**config.mk**
```make
export PLATFORM = sky130hd
export DESIGN_NAME = cacheline_adapter
export DESIGN_NICKNAME = d
export VERILOG_FILES = /design/src/rtl/cacheline_adapter.sv
export SDC_FILE = /design/constraint.sdc
export NUM_CORES = 1
export LEC_CHECK = 0
export CORE_AREA = 5 5 284 286
export DETAILED_ROUTE_END_ITERATION = 6
export DIE_AREA = 0 0 289 291
export PLACE_DENSITY = 0.53
export SYNTH_ARGS = -nofsm -noshare
export SYNTH_HDL_FRONTEND = slang
export SYNTH_SLANG_ARGS = --single-unit
```
**constraint.sdc**
```tcl
create_clock -name clk_i -period 2.8 [get_ports clk_i]
set_input_delay 0.42 -clock clk_i [delete_from_list [all_inputs] [get_ports clk_i]]
set_output_delay 0.42 -clock clk_i [all_outputs]
set_load 0.03 [all_outputs]
```
**src/rtl/cacheline_adapter.sv**
```systemverilog
// cacheline_adapter
//    Turns one 256-bit cache-line read or write request from the cache
//    arbiter (dfp side) into a 4-beat, 64-bit burst on the bmem port. It also
//    reassembles the returning read beats into a full line. Only one
//    transaction is in flight at a time.
//
// Ports
//    clk_i, rst_i      clock; synchronous active-high reset
//    dfp_addr_i        line address (bits [4:0] ignored)
//    dfp_read_i        line read request, held until dfp_resp_o
//    dfp_write_i       line write request, held until dfp_resp_o (wins over read)
//    dfp_wdata_i       write line, beat k = bits [64k+63:64k]
//    dfp_rdata_o       assembled line, valid while dfp_resp_o = 1
//    dfp_resp_o        one-cycle completion pulse
//    bmem_addr_o       line-aligned burst address
//    bmem_read_o       read request
//    bmem_write_o      write beat valid
//    bmem_wdata_o      current write beat
//    bmem_ready_i      memory accepts read request / current write beat
//    bmem_raddr_i      address tag of returning read beat
//    bmem_rdata_i      returning read beat
//    bmem_rvalid_i     read beat valid
module cacheline_adapter #(
   localparam int LINE_BITS = 256,
   localparam int BEAT_BITS = 64
) (
   input  logic                 clk_i,
   input  logic                 rst_i,
   input  logic [31:0]          dfp_addr_i,
   input  logic                 dfp_read_i,
   input  logic                 dfp_write_i,
   input  logic [LINE_BITS-1:0] dfp_wdata_i,
   output logic [LINE_BITS-1:0] dfp_rdata_o,
   output logic                 dfp_resp_o,
   output logic [31:0]          bmem_addr_o,
   output logic                 bmem_read_o,
   output logic                 bmem_write_o,
   output logic [BEAT_BITS-1:0] bmem_wdata_o,
   input  logic                 bmem_ready_i,
   input  logic [31:0]          bmem_raddr_i,
   input  logic [BEAT_BITS-1:0] bmem_rdata_i,
   input  logic                 bmem_rvalid_i
);

   localparam logic [31:0] LINE_MASK = 32'hFFFF_FFE0;

   typedef enum logic [2:0] {
      S_IDLE     = 3'd0,
      S_RD_REQ   = 3'd1,
      S_RD_DATA  = 3'd2,
      S_WR_BURST = 3'd3,
      S_RESP     = 3'd4
   } state_e;

   state_e                 state_q;
   logic [1:0]             cnt_q;
   logic [31:0]            addr_q;
   logic [LINE_BITS-1:0]   line_q;
   logic                   bmem_read_q;
   logic                   bmem_write_q;
   logic [BEAT_BITS-1:0]   bmem_wdata_q;
   logic                   dfp_resp_q;

   logic [1:0]             cnt_d;
   logic                   beat_match_d;
   logic [BEAT_BITS-1:0]   next_wbeat_d;

   // Beat bookkeeping shared by the read and write paths.
   assign cnt_d        = cnt_q + 2'd1;
   assign beat_match_d = bmem_rvalid_i && (bmem_raddr_i == addr_q);
   // The index is {beat, 6'b0} = 64 * beat. It is exactly 8 bits wide for the 256-bit line.
   assign next_wbeat_d = line_q[{cnt_d, 6'd0} +: BEAT_BITS];

   // Control FSM. Every bmem/dfp output is a register updated here, so
   // there is no combinational path from the dfp inputs to the bmem outputs.
   always_ff @(posedge clk_i) begin
      if (rst_i) begin
         state_q      <= S_IDLE;
         cnt_q        <= 2'd0;
         addr_q       <= 32'd0;
         line_q       <= '0;
         bmem_read_q  <= 1'b0;
         bmem_write_q <= 1'b0;
         bmem_wdata_q <= '0;
         dfp_resp_q   <= 1'b0;
      end else begin
         case (state_q)
            S_IDLE: begin
               dfp_resp_q <= 1'b0;
               if (dfp_write_i) begin
                  // A write wins over a simultaneous read. The read is not serviced.
                  addr_q       <= dfp_addr_i & LINE_MASK;
                  line_q       <= dfp_wdata_i;
                  cnt_q        <= 2'd0;
                  bmem_write_q <= 1'b1;
                  bmem_wdata_q <= dfp_wdata_i[BEAT_BITS-1:0];
                  state_q      <= S_WR_BURST;
               end else if (dfp_read_i) begin
                  addr_q      <= dfp_addr_i & LINE_MASK;
                  cnt_q       <= 2'd0;
                  bmem_read_q <= 1'b1;
                  state_q     <= S_RD_REQ;
               end else begin
                  state_q <= S_IDLE;
               end
            end
            S_RD_REQ: begin
               if (bmem_ready_i) begin
                  bmem_read_q <= 1'b0;
                  state_q     <= S_RD_DATA;
               end else begin
                  bmem_read_q <= 1'b1;
               end
            end
            S_RD_DATA: begin
               // Beats tagged with another line's address are dropped.
               if (beat_match_d) begin
                  line_q[{cnt_q, 6'd0} +: BEAT_BITS] <= bmem_rdata_i;
                  cnt_q <= cnt_d;
                  if (cnt_q == 2'd3) begin
                     dfp_resp_q <= 1'b1;
                     state_q    <= S_RESP;
                  end else begin
                     state_q <= S_RD_DATA;
                  end
               end else begin
                  state_q <= S_RD_DATA;
               end
            end
            S_WR_BURST: begin
               if (bmem_ready_i) begin
                  cnt_q <= cnt_d;
                  if (cnt_q == 2'd3) begin
                     bmem_write_q <= 1'b0;
                     bmem_wdata_q <= '0;
                     dfp_resp_q   <= 1'b1;
                     state_q      <= S_RESP;
                  end else begin
                     bmem_wdata_q <= next_wbeat_d;
                  end
               end else begin
                  // Backpressure: keep presenting the same beat.
                  bmem_write_q <= 1'b1;
               end
            end
            S_RESP: begin
               dfp_resp_q <= 1'b0;
               state_q    <= S_IDLE;
            end
            default: begin
               state_q      <= S_IDLE;
               cnt_q        <= 2'd0;
               bmem_read_q  <= 1'b0;
               bmem_write_q <= 1'b0;
               dfp_resp_q   <= 1'b0;
            end
         endcase
      end
   end

   assign dfp_rdata_o  = line_q;
   assign dfp_resp_o   = dfp_resp_q;
   assign bmem_addr_o  = addr_q;
   assign bmem_read_o  = bmem_read_q;
   assign bmem_write_o = bmem_write_q;
   assign bmem_wdata_o = bmem_wdata_q;

endmodule

```
After elaboration in Yosys (flattened, before gate mapping)
Index checks and enable logic that the tools add are counted.
{"block": "word_totals", "input_bits": 390, "reg_bits": 360, "output_inout_bits": 355, "wordCells": 83}
{"block": "op_classes", "n_reduce_logical": 16, "muxes": 35, "shift": 3, "eq_ne": 15, "bitwise": 4, "add_sub_neg": 2}
{"operator": "$mux 256", "count": 2}
{"operator": "$pmux 256 s2", "count": 1}
{"operator": "$bwmux 256", "count": 1}
{"operator": "$shift 64x10->256 const A", "count": 1}
{"operator": "$shiftx 256x9->64", "count": 1}
{"operator": "$shiftx 64x10->256", "count": 1}
{"operator": "$mux 64", "count": 3}
{"operator": "$pmux 64 s2", "count": 1}
{"operator": "$mux 32", "count": 2}
{"operator": "$eq 32x32->1", "count": 1}
{"operator": "$reduce_and 3->1", "count": 6}
{"operator": "$mux 3", "count": 5}
{"operator": "$ne 2x2->1 const B", "count": 7}
{"operator": "$pmux 3 s4", "count": 1}
{"operator": "$mux 1", "count": 10}
{"operator": "$mux 2", "count": 5}
{"operator": "$neg 8->10", "count": 1}
{"operator": "$pmux 1 s3", "count": 3}
{"operator": "$pmux 2 s4", "count": 1}
{"operator": "$eq 3x2->1 const B", "count": 2}
{"operator": "$ne 3x3->1 const B", "count": 2}
{"operator": "$reduce_bool 2->1", "count": 3}
{"operator": "$reduce_or 3->1", "count": 2}
{"operator": "$not 1->1", "count": 4}
{"operator": "other kinds (9)", "count": 9}

Longest topological paths before layout
{"block": "depth", "depth_word": 5, "depth_mapped": 10, "ltp_nobuf": 7}

Worst setup path before layout
OpenSTA, ideal clock, no wires.
{"block": "synth_timing", "path_type": "flip-flop to flip-flop", "from": "register cnt_q[0]", "to": "register cnt_q[1]", "t_arrival_ps": 2376, "setup_slack_ps": 332, "setup_time_ps": 92, "stages_incl_launch_ff": 8, "t_required_ps": 2708, "period_less_slack_ps": 2468, "n_path_buf": 3, "cell_sequence": "dfxtp_1 clkbuf_1 inv_1 ha_1 clkbuf_1 clkbuf_1 or4b_2 o32ai_1"}
{"block": "synth_between", "elab_chain_len": 3, "elab_cells_between_ends": 4, "classes_between": "add/sub (1); mux (3)"}
{"element": "start, declared", "line_no": "56", "rtl": "logic [1:0] cnt_q;"}
{"element": "start signal, assigned", "line_no": "119", "rtl": "cnt_q <= cnt_d;"}
{"element": "start signal, assigned", "line_no": "132", "rtl": "cnt_q <= cnt_d;"}
{"element": "$add 2x1->2 (*)", "line_no": "69", "rtl": "assign cnt_d = cnt_q + 2'd1;"}
{"element": "$mux 2, on equally long branches", "line_no": "131, 117"}
{"element": "$pmux 2 s4 (*)", "line_no": "87", "rtl": "case (state_q)"}
Every way passes the cells marked *; elsewhere a longest branch is shown, timed or not. The select of a mux whose other input is x is not followed.
A chain may end at the register's enable or synchronous reset.

Final worst setup path
{"block": "layout_timing", "from": "input bmem_raddr_i[1]", "to": "register line_q[8], in the netlist dfp_rdata_o[8]"}
{"block": "layout_between", "elab_chain_len": 4}
{"element": "start, declared", "line_no": "40", "rtl": "input logic [31:0] bmem_raddr_i,"}
{"element": "$eq 32x32->1", "line_no": "70", "rtl": "assign beat_match_d = bmem_rvalid_i && (bmem_raddr_i == addr_q);"}
{"element": "$logic_and 1x1->1", "line_no": "70"}
{"element": "$ne 2x2->1 (no source line)"}
{"element": "$reduce_and 3->1 (no source line)"}
{"element": "end signal, assigned", "line_no": "93", "rtl": "line_q <= dfp_wdata_i;"}
{"element": "end signal, assigned by index", "line_no": "118", "rtl": "line_q[{cnt_q, 6'd0} +: BEAT_BITS] <= bmem_rdata_i;"}
{"element": "end, declared", "line_no": "58", "rtl": "logic [LINE_BITS-1:0] line_q;"}
Every way passes these cells.

==> impl_metrics.yaml <==
outcome:
  run_status: "finished clean"
clock_network:
  cts-root-buf: "clkbuf_16"
  cts.htree.levels: 2
  clockBufferDepth: 3
  clk-insertion-delay-late_ns: 0.58
  cts_hold_buf: 0
  clock-sinks: 355
  cts_tree: "built"
  cts-buffers-inserted: 47
  cts.clk_slew.worst_paths_ns: 0.06
grt:
  global_route.usage.total_pct: 23.6
  grt_pass1_wl_um: 152000
  grt_pass1_vias: 21652
  grt_start_max_net_pins: 136
  antenna_violations_before_repair: 18
  globalRoute.totalOverflow: 0
power_and_ir_drop:
  power.switching_fraction_pct: 37.9
  power_density_nw_per_um2: 732
  switchingPower_uw: 8120
  internal-power_uw: 13300
  p_leak_uw: 0.0105
  clockPowerShare_pct: 29.2
  design_power_total_uw: 21400
  worst_ir_drop_vdd_mv: 0.401
  comb_power_share_pct: 39.4
  power.share.sequential_pct: 31.4
layout:
  utilization_pct: 37.5
  final_nets: 3011
  flow.area_growth_from_synthesis_pct: 56.1
  finish.cell_count_without_fillers: 3715
  fraction_of_final_layout_cells_sized_beyond_drive_strength_1_pct: 9.84
  finish.instance_area_um2: 29300
timing:
  finalHoldViolCount: 0
  finalCritPeriodShare_pct: 96.1
  timing.fmax_ghz: 0.372
  finalWorstPathRequiredPeriod_ns: 2.69
  max-slew-margin-rel_pct: 40.9
  total_setup_violations_reported_at_the_end_of_the_flow: 0
  timing_worst_slew_pin_value_ns: 0.887
  final.setup.worst_slack_ns: 0.110
  rsz_0062_raised_after_global_routing: "false"
  skew_ns: 0.0161
  finalMaxSlewViolations: 0
die:
  die_y_um: 291
  die_footprint_um2: 84100
  top_level_pins: 745
  die-width_um: 289
  initial_utilization_pct: 24.0
  placeableCoreArea_um2: 78100
  standard_cell_row_count: 103
logic_synthesis:
  post_synth_mux_area_share_pct: 7.73
  main_combinational_cell_family_by_area_after_synthesis: "compound AO/OA/AOI/OAI gates"
  netlist_area_um2: 18800
  synthesis.area_per_instance_um2: 9.43
  synth_ff_type: "dfxtp_1"
  postSynthCellCount: 1991
  synth_fa_ha_area_share_pct: 0.267
  yosysWarnings: 0
  ys_async_sr_fraction_pct: 0
  synth-compound-area-share_pct: 36.7
  ys_seq_elements: 355
  sequential_share_of_the_synthesized_area_pct: 37.9
  post_synth_and_or_nand_nor_area_fraction_pct: 9.96
  synthXorXnorAreaFrac_pct: 0.933
  yosys.cell_types.count: 51
  synth_enable_flop_cells: 0
placed_design:
  detailed_place_hpwl_um: 71900
  detailed_place.area_um2: 27600
  numPortBuffers: 734
  placed_cells_incl_taps: 3618
  gp_congestion: 0.896
  post-place-ws_ns: -0.550
run:
  max_cap_violation_count: 0
worst_setup_path:
  reg2reg_depth: 9
  worst_ep_arrival_time_ns: 3.13
  r2r-start: "state_q[2]$_SDFFE_PP0P_"
  path_class: "in2reg"
  kind_of_launch_point_of_the_worst_setup_path: "input port"
  cp-end-kind: "flop"
  critical_path_peak_fanout: 16
  startpoint: "bmem_raddr_i[1]"
  worst-endpoint-required_ns: 3.24
drt:
  drc_violation_count_after_routing: 0
  drt-wirelength-per-cell_um: 28.5
  finalWirelength_um: 106000
  number_of_design_rule_violations_left_by_the_first_detailed_router_iteration: 2472
  drt_pass1_iterations: 6
  via_count: 21502
  drt.antenna.violating_nets: 0
  avgViaCountPerCell: 5.79
min_path:
  min_delay_path_depth: 2
  min_path_type: "in2reg"
  hp-start: "rst_i"
-- metal layers --
metal,vias to the layer above,GRT usage (%),wire length [um]
met5,-,0,27
met4,4,10.8,5040
met3,280,6.08,10800
met2,1406,39.7,51000
met1,10554,28.0,39000
li1,9258,-,-
-- worst max-delay path: stages --
cell and delay, ns:
clkdlybuf4s50_1 0.43, or4_1 0.58, nand4bb_4 0.24, nor4_4 0.21, buf_4 0.17, nand4_1 0.13, buf_4 0.24, buf_4 0.23
a222oi_1 0.37, a211oi_1 0.09
-- registers in the layout, indices dropped and copies added (netlist names) --
register / flops
bmem_write_o: 1
bmem_read_o: 1
cnt_q: 2
bmem_wdata_o: 64
dfp_resp_o: 1
bmem_addr_o: 27
state_q: 3
dfp_rdata_o: 256
-- cell type report --
cell class / instances / area, um2
antenna: 12 / 30.0
multi-input combinational: 1368 / 10600
clock inverter: 5 / 75.1
inverter: 10 / 37.5
timing repair buffer: 835 / 8630
clock buffer: 80 / 1510
tap: 1050 / 1310
sequential: 355 / 7110
fill: 7734 / 48800
-- placed cells by master, fill, tap and decap left out, types with 33 or more instances in the layout --
master	count
a222oi_1	128
a31oi_1	63
clkbuf_16	49
nor2_1	334
clkdlybuf4s50_1	733
nand2_1	63
mux4_2	64
o2bb2ai_1	63
a22o_1	127
buf_12	41
a221o_1	65
dfxtp_1	354
buf_4	59
a211oi_1	196
a22oi_1	64
a21oi_1	33
o211a_1	64
-- final timing paths --
| path | end | slack [ns] |
|---|---|---|
| setup / recovery | dfp_rdata_o[8]$_SDFFE_PP0P_ | 0.11 |
| hold / removal | dfp_rdata_o[112]$_SDFFE_PP0P_ | 0.31 |
| setup reg to reg | dfp_rdata_o[8]$_SDFFE_PP0P_ | 0.18 |
| hold reg to reg | dfp_resp_o$_SDFFE_PP0P_ | 0.46 |
-- synthesized netlist by cell type (2+ instances only) --
cell | count | area, um2
nor3_1 | 3 | 15.0
ha_1 | 4 | 50.1
buf_4 | 6 | 45.0
o2111ai_1 | 2 | 17.5
nand3_1 | 3 | 15.0
and2_1 | 2 | 12.5
xnor2_1 | 19 | 166
inv_1 | 10 | 37.5
nand4_1 | 8 | 50.1
mux4_2 | 64 | 1440
clkbuf_1 | 184 | 691
buf_6 | 18 | 203
nor2_1 | 336 | 1260
nand2_1 | 66 | 248
a22o_1 | 127 | 1110
a21oi_1 | 34 | 170
a211oi_1 | 196 | 1470
o2bb2ai_1 | 63 | 552
nor4_1 | 2 | 12.5
o211ai_1 | 2 | 15.0
a31oi_1 | 63 | 394
nor3b_1 | 4 | 30.0
dfxtp_1 | 355 | 7110
nor2b_1 | 4 | 25.0
nor4_2 | 3 | 37.5
a221o_1 | 65 | 651
o211a_1 | 64 | 641
nand4bb_1 | 2 | 22.5
and3_1 | 4 | 25.0
a222oi_1 | 128 | 1280
or4b_2 | 2 | 20.0
buf_1 | 11 | 41.3
o21ai_0 | 9 | 45.0
o32ai_1 | 2 | 17.5
buf_2 | 42 | 210
nand2b_1 | 6 | 37.5
a22oi_1 | 64 | 480
-- power groups by stage --
stage                     Combinational [uW]  Sequential, uW  Clock [uW]
after detailed placement                8410            6800           0
final                                   8450            6730        6270
after global routing                    8880            6820        6590
after floorplan                         3030            8150           0
after global placement                  8330            6780           0
after CTS                               8440            6710        6390
-- kinds of logic after synthesis --
family | count (synthesis)
buf+inv | 272
xor+xnor | 20
simple gates | 451
other cells | 1
flops | 355
fa+ha+maj | 4
mux | 65
compound gates | 823
-- stage by stage --
stage,hold WS [ns],setup TNS [ns]
final,0.312,0
after floorplan,0.519,0
after global placement,0.449,-80.95
after global routing,0.313,0
after detailed placement,0.455,-94.05
after CTS,0.269,0
-- timing repair --
| item | 4_1_cts | 5_1_grt |
|---|---|---|
| setup buffers | 0 | 0 |
| gates resized for setup | 0 | 4 |
| setup endpoints to repair | 0 | 40 |
Power figures use the tool's default switching activity.
